===== src/rtl/sync_capture.sv =====
// Receive-side capture pipeline: walks a clkA word through three enable-loaded stages,
// checks the staggered enable sequence, and reports completed transfers.
// Optional data-stability checker enabled by defining SYNC_CAPTURE_CHECK_EN.
module sync_capture #(
    parameter int N = 8
) (
    input  logic         clkB,
    input  logic         rst_n,
    input  logic [N-1:0] data_in,
    input  logic         ena_1,
    input  logic         ena_2,
    input  logic         ena_3,
    input  logic         clr,
    output logic [N-1:0] data_out,
    output logic         valid,
    output logic         busy,
    output logic [7:0]   xfer_cnt,
    output logic         seq_err,
    output logic         err
);

    typedef enum logic [1:0] {
        IDLE = 2'd0,
        ST1  = 2'd1,
        ST2  = 2'd2,
        ST3  = 2'd3
    } state_t;

    state_t       state, state_nxt;
    logic [N-1:0] s1, s2, s3;
    logic [2:0]   ena_vec;
    logic         complete;
    logic         seq_set;

    assign ena_vec = {ena_1, ena_2, ena_3};
    assign busy    = (state != IDLE);

    // NOTE: every registered signal uses <= so all right-hand sides see pre-edge values,
    // which is what lets s2 <= s1 and s3 <= s2 shift in the same edge.
    always_ff @(posedge clkB or negedge rst_n) begin
        if (!rst_n) begin
            s1 <= '0;
            s2 <= '0;
            s3 <= '0;
        end else begin
            if (ena_1) s1 <= data_in;
            if (ena_2) s2 <= s1;
            if (ena_3) s3 <= s2;
        end
    end

    always_ff @(posedge clkB or negedge rst_n) begin
        if (!rst_n) state <= IDLE;
        else        state <= state_nxt;
    end

    // NOTE: defaults assigned first so no path through the case leaves an output unassigned
    // (which would infer a latch).
    always_comb begin
        state_nxt = state;
        complete  = 1'b0;
        seq_set   = 1'b0;
        case (state)
            IDLE: begin
                if (ena_vec == 3'b111)      state_nxt = ST1;
                else if (ena_vec != 3'b000) seq_set   = 1'b1;
            end
            ST1: begin
                if (ena_vec == 3'b011) state_nxt = ST2;
                else begin
                    seq_set   = 1'b1;
                    state_nxt = IDLE;
                end
            end
            ST2: begin
                if (ena_vec == 3'b001) state_nxt = ST3;
                else begin
                    seq_set   = 1'b1;
                    state_nxt = IDLE;
                end
            end
            ST3: begin
                state_nxt = IDLE;
                if (ena_vec == 3'b000) complete = 1'b1;
                else                   seq_set  = 1'b1;
            end
            default: state_nxt = IDLE;
        endcase
    end

    always_ff @(posedge clkB or negedge rst_n) begin
        if (!rst_n) begin
            data_out <= '0;
            valid    <= 1'b0;
        end else begin
            valid <= complete;
            if (complete) data_out <= s3;
        end
    end

    // clr wins over increment and flag set in the same cycle.
    always_ff @(posedge clkB or negedge rst_n) begin
        if (!rst_n) begin
            xfer_cnt <= '0;
            seq_err  <= 1'b0;
        end else if (clr) begin
            xfer_cnt <= '0;
            seq_err  <= 1'b0;
        end else begin
            if (complete) xfer_cnt <= xfer_cnt + 8'd1;
            if (seq_set)  seq_err  <= 1'b1;
        end
    end

`ifdef SYNC_CAPTURE_CHECK_EN
    // s1 holds the word sampled at the start edge; any later difference means the source moved.
    always_ff @(posedge clkB or negedge rst_n) begin
        if (!rst_n)                              err <= 1'b0;
        else if (clr)                            err <= 1'b0;
        else if (state != IDLE && data_in != s1) err <= 1'b1;
    end
`else
    assign err = 1'b0;
`endif

endmodule


===== config.mk =====
export PLATFORM = sky130hd
export DESIGN_NAME = sync_capture
export DESIGN_NICKNAME = d
export VERILOG_FILES = /design/src/rtl/sync_capture.sv
export SDC_FILE = /design/constraint.sdc
export NUM_CORES = 1
export LEC_CHECK = 0
export CORE_MARGIN = 3
export CORE_UTILIZATION = 55
export DETAILED_ROUTE_END_ITERATION = 16
export GPL_ROUTABILITY_DRIVEN = 0
export PLACE_DENSITY = 0.83
export SYNTH_ARGS = -nofsm -noshare
export SYNTH_HDL_FRONTEND = slang
export SYNTH_SLANG_ARGS = --single-unit

===== constraint.sdc =====
create_clock -name clkB -period 2.7 [get_ports clkB]
set_clock_uncertainty 0.1 [all_clocks]
set_input_delay 0.27 -clock clkB [delete_from_list [all_inputs] [get_ports clkB]]
set_output_delay 0.27 -clock clkB [all_outputs]
set_load 0.05 [all_outputs]

== Word-level counts from Yosys, hierarchy flattened ==
Cells that the tools add are included.

* Register bits: 44
* Input port bits: 14
* Word-level logic and storage cells: 38

* Add/sub/neg operators: 1
* Eq/ne operators: 7
* Multiplexer cells: 16
* Reductions and logical operators: 6

{| class="wikitable"
|+ Operators by type and width
! operator !! number
|-
| two-way mux 8 bit || 2
|-
| two-way mux 1 bit || 9
|-
| adder 8 x 1 -> 8 bit (second input constant) || 1
|-
| one-hot mux 2 bit (4 select lines) || 1
|-
| two-way mux 2 bit || 3
|-
| nonzero test 2 bit || 3
|-
| == test 2 bit (second input constant) || 2
|-
| one-hot mux 1 bit (4 select lines) || 1
|-
| == test 3 x 1 -> 1 bit (second input constant) || 1
|-
| == test 3 x 2 -> 1 bit (second input constant) || 1
|-
| == test 3 bit (second input constant) || 1
|-
| logical NOT 3 bit || 1
|-
| nonzero test 3 bit || 1
|-
| == test 2 x 1 -> 1 bit (second input constant) || 1
|-
| logical NOT 2 bit || 1
|-
| inequality test 2 bit (second input constant) || 1
|}

== Depth between registers and ports, before layout ==
* Depth after elaboration: 6
* Gate-level depth with buffers: 6

== Least setup slack after synthesis ==
Ideal clock, no wire load.

* Kind: register -> register
* Start: register xfer_cnt[0]
* End: register xfer_cnt[6]
* Setup time: 130 ps
* Arrival time: 1474 ps
* Setup slack: 996 ps
* Cell stages (with the launch flop): 6
* Period minus slack after synthesis: 1704 ps
* Cells stage by stage: dfrtp_1 -> ha_1 -> nand4b_1 -> nor4_4 -> xnor2_1 -> nor2_1

* Longest elaborated chain between the ends: 3

{| class="wikitable"
|+ Ends and longest elaborated chain
! what !! line !! source
|-
| from (decl) || 17 || <nowiki>output logic [7:0] xfer_cnt,</nowiki>
|-
| from (signal assigned) || 110 || <nowiki>if (complete) xfer_cnt <= xfer_cnt + 8'd1;</nowiki>
|-
| adder 8 x 1 -> 8 bit || 110 ||
|-
| two-way mux 8 bit || 110 ||
|-
| two-way mux 8 bit || 106 || <nowiki>end else if (clr) begin</nowiki>
|}

Every way passes these cells. The select of a mux whose other input is x is not followed.
A chain may end at the register's enable or synchronous reset.

== Worst setup path in the final report ==
* Start: register state[1]
* End: output busy

* Longest elaborated chain between the ends: 1

{| class="wikitable"
|+ Ends and longest elaborated chain
! what !! line !! source
|-
| from (decl) || 29 || <nowiki>state_t state, state_nxt;</nowiki>
|-
| from (signal assigned) || 54 || <nowiki>else state <= state_nxt;</nowiki>
|-
| nonzero test 2 bit || 36 || <nowiki>assign busy = (state != IDLE);</nowiki>
|-
| to (decl) || 16 || <nowiki>output logic busy,</nowiki>
|}

Every way passes these cells.

==> impl_metrics.json <==
{
  "p_clk_share_pct": 26.8,
  "grt.busiest_layer": "met2",
  "final_common_cell": "dfrtp_1",
  "ant_nets": 0,
  "vdd_drop_max_uv": 516.8,
  "yosys_warnings": 0,
  "power_frac_seq_pct": 61.9,
  "grt_pass1_wl_um": 5623,
  "crit_path_max_fanout": 10,
  "areaGrowthSynthToFinish_pct": 21.59,
  "nets": 190,
  "swShare_pct": 23.75,
  "grt.total_usage_pct": 17.69,
  "max_cap_violations": 0,
  "core_um2": 3153,
  "cts_max_level": 2,
  "yosysSeqAreaShare_pct": 58.47,
  "rsz0062_at_grt": "false",
  "post-route-period-util_pct": 83.52,
  "cts_tree": "built",
  "clock_path_buffers": 2,
  "ys_types": 30,
  "p_int_w": 0.0009186,
  "postCtsSetupRepairBufs": 0,
  "vias": 1160,
  "whs_ns": 0.4162,
  "cts-root-buf": "clkbuf_4",
  "place_ws_ns": 0.4477,
  "die_height_um": 64.51,
  "p_comb_share_pct": 11.4,
  "clkTransAtPathRegs_ns": 0.11,
  "drive_gt1_share_pct": 27.84,
  "fp-row-count": 20,
  "synthArstFlopShare_pct": 100.0,
  "ioPinCount": 34,
  "firstDrtPassIters": 4,
  "clkLatencyLatePin_ns": 0.34,
  "setup_viol": 0,
  "dp_hpwl_um": 2309,
  "worstReg2RegStart": "state[0]",
  "fillers": 236,
  "setup-tns-final_ns": 0,
  "relSlewSlack_pct": 37.62,
  "endpoint_kind": "primary output",
  "grt.overflow.total": 0,
  "wl_per_cell_um": 15.01,
  "drtIter0Drc": 65,
  "cts_hold_buf": 1,
  "final_util_pct": 72.62,
  "grt_pass1_vias": 1235,
  "grt_antenna_before_repair": 0,
  "met2_usage_pct": 31.96,
  "netlist_instances": 141,
  "multi_input_area_um2": 715.7,
  "p_leak_nw": 0.9922,
  "use_met1_pct": 20.83,
  "worst_slew_pin_slew_ns": 0.9357,
  "grt_util_met3_pct": 4.506,
  "start_util_pct": 59.72,
  "min-delay-path-class": "flop to flop",
  "numCtsBuffers": 5,
  "synth_edf_count": 0,
  "postRouteWirelength_um": 3302,
  "cp.required_ns": 2.33,
  "p_switching_w": 0.0002861,
  "fmax_ghz": 0.4435,
  "syn-num-nets": 156,
  "die_w_um": 64.51,
  "viasPerCell": 5.273,
  "critPathLaunchType": "flop",
  "worstHoldStart": "s2[3]",
  "final-seq-area_um2": 1101,
  "post_cts_resized": 0,
  "status": "finished clean",
  "ys.flop_type": "dfrtp_1",
  "hold_viol": 0,
  "synth-seq-cells": 44,
  "drcViolationCount": 0,
  "numPortBuffers": 32,
  "cts_sinks": 44,
  "final_cells": 220,
  "worstPathArrival_ns": 1.88,
  "startpoint": "state[1]",
  "most-common-layout-cells": "dfrtp_1, mux2_2, clkdlybuf4s50_1",
  "synth_area_per_cell_um2": 13.36,
  "grt_max_degree": 45,
  "period_minus_slack_ns": 2.255,
  "timing.final.ws_setup_ns": 0.4450,
  "die_area_um2": 4162,
  "crit_type": "flop to primary output",
  "diodes": 0,
  "mappedNetlistArea_um2": 1883,
  "dp.cells": 211,
  "drv_slew": 0,
  "power_density_nw_per_um2": 526.2
}
## final cells by class
class	instances	share of cell area [%]
flip-flops and latches	44	48.09
multi-input cells	85	31.26
repair buffers	36	15.19
clock buffers	8	2.568
well taps	44	2.404
inverters	3	0.4918
## metal layers
metal / part of all wire [%] / vias up / wire (um)
met3: 4.3 / 5 / 143
met5: 0 / - / 0
met1: 44 / 586 / 1455
met2: 50 / 26 / 1667
li1: - / 543 / -
met4: 1.0 / 0 / 34
## logic make-up after synthesis
group	Yosys count	synth area share, %
DFF	44	58.47
xor gates and xnor gates	7	3.256
AOI/OAI and AO/OA	8	2.459
and+or+nand+nor	35	11.69
buffers and inverters	12	3.522
other	1	0.1991
adders and majority gates	1	0.6643
muxes	33	19.73
## critical path: stages, from the launching register on
cell             delay, ns
dfrtp_1               0.51
or2_2                 0.33
clkdlybuf4s50_1       0.70
## metrics by stage
| stage | power [W] | cell area [um2] |
|---|---|---|
| 6_report | 0.001205 | 2290 |
| 5_1_grt | 0.001268 | 2290 |
| 4_1_cts | 0.001215 | 2290 |
| 3_5_place_dp | 0.0008969 | 2221 |
| 3_3_place_gp | 0.0008856 | 2221 |
| 2_1_floorplan | 0.0008368 | 1883 |
## cell usage after synthesis (2+ instances only)
cell | instances | share of area (%)
clkbuf_1 | 2 | 0.40
a21oi_1 | 4 | 1.1
nand2_1 | 6 | 1.2
mux2_2 | 33 | 20
xnor2_1 | 6 | 2.8
dfrtp_1 | 44 | 58
buf_1 | 2 | 0.40
inv_1 | 3 | 0.60
nand3_1 | 3 | 0.80
nor3_1 | 3 | 0.80
buf_6 | 2 | 1.2
buf_2 | 2 | 0.53
nor4_4 | 3 | 3.4
nor2_1 | 12 | 2.4
## path summary, 6_finish.rpt
path | to | cells past startpoint | slack [ns]
setup reg to reg | data_out[5] | 3 | 0.82
min in group asynchronous | xfer_cnt[4] | 2 | 0.48
hold reg to reg | s2[3] | 1 | 0.42
setup / recovery | busy | 2 | 0.45
max in group asynchronous | s1[6] | 2 | 1.43
hold / removal | s2[3] | 1 | 0.42
## power groups by stage
stage	clock [W]	combinational, W	sequential [W]
3_5_place_dp	0	0.000139	0.000758
4_1_cts	0.000330	0.000140	0.000745
3_3_place_gp	0	0.000132	0.000754
5_1_grt	0.000366	0.000149	0.000753
2_1_floorplan	0	0.0000841	0.000753
6_report	0.000322	0.000137	0.000745
## state kept, by name, summed over array words and instances (netlist names)
| name | flops |
|---|---|
| data_out | 8 |
| s1 | 8 |
| s2 | 8 |
| s3 | 8 |
| seq_err | 1 |
| state | 2 |
| valid | 1 |
| xfer_cnt | 8 |
(Power assumes the default switching activity.)
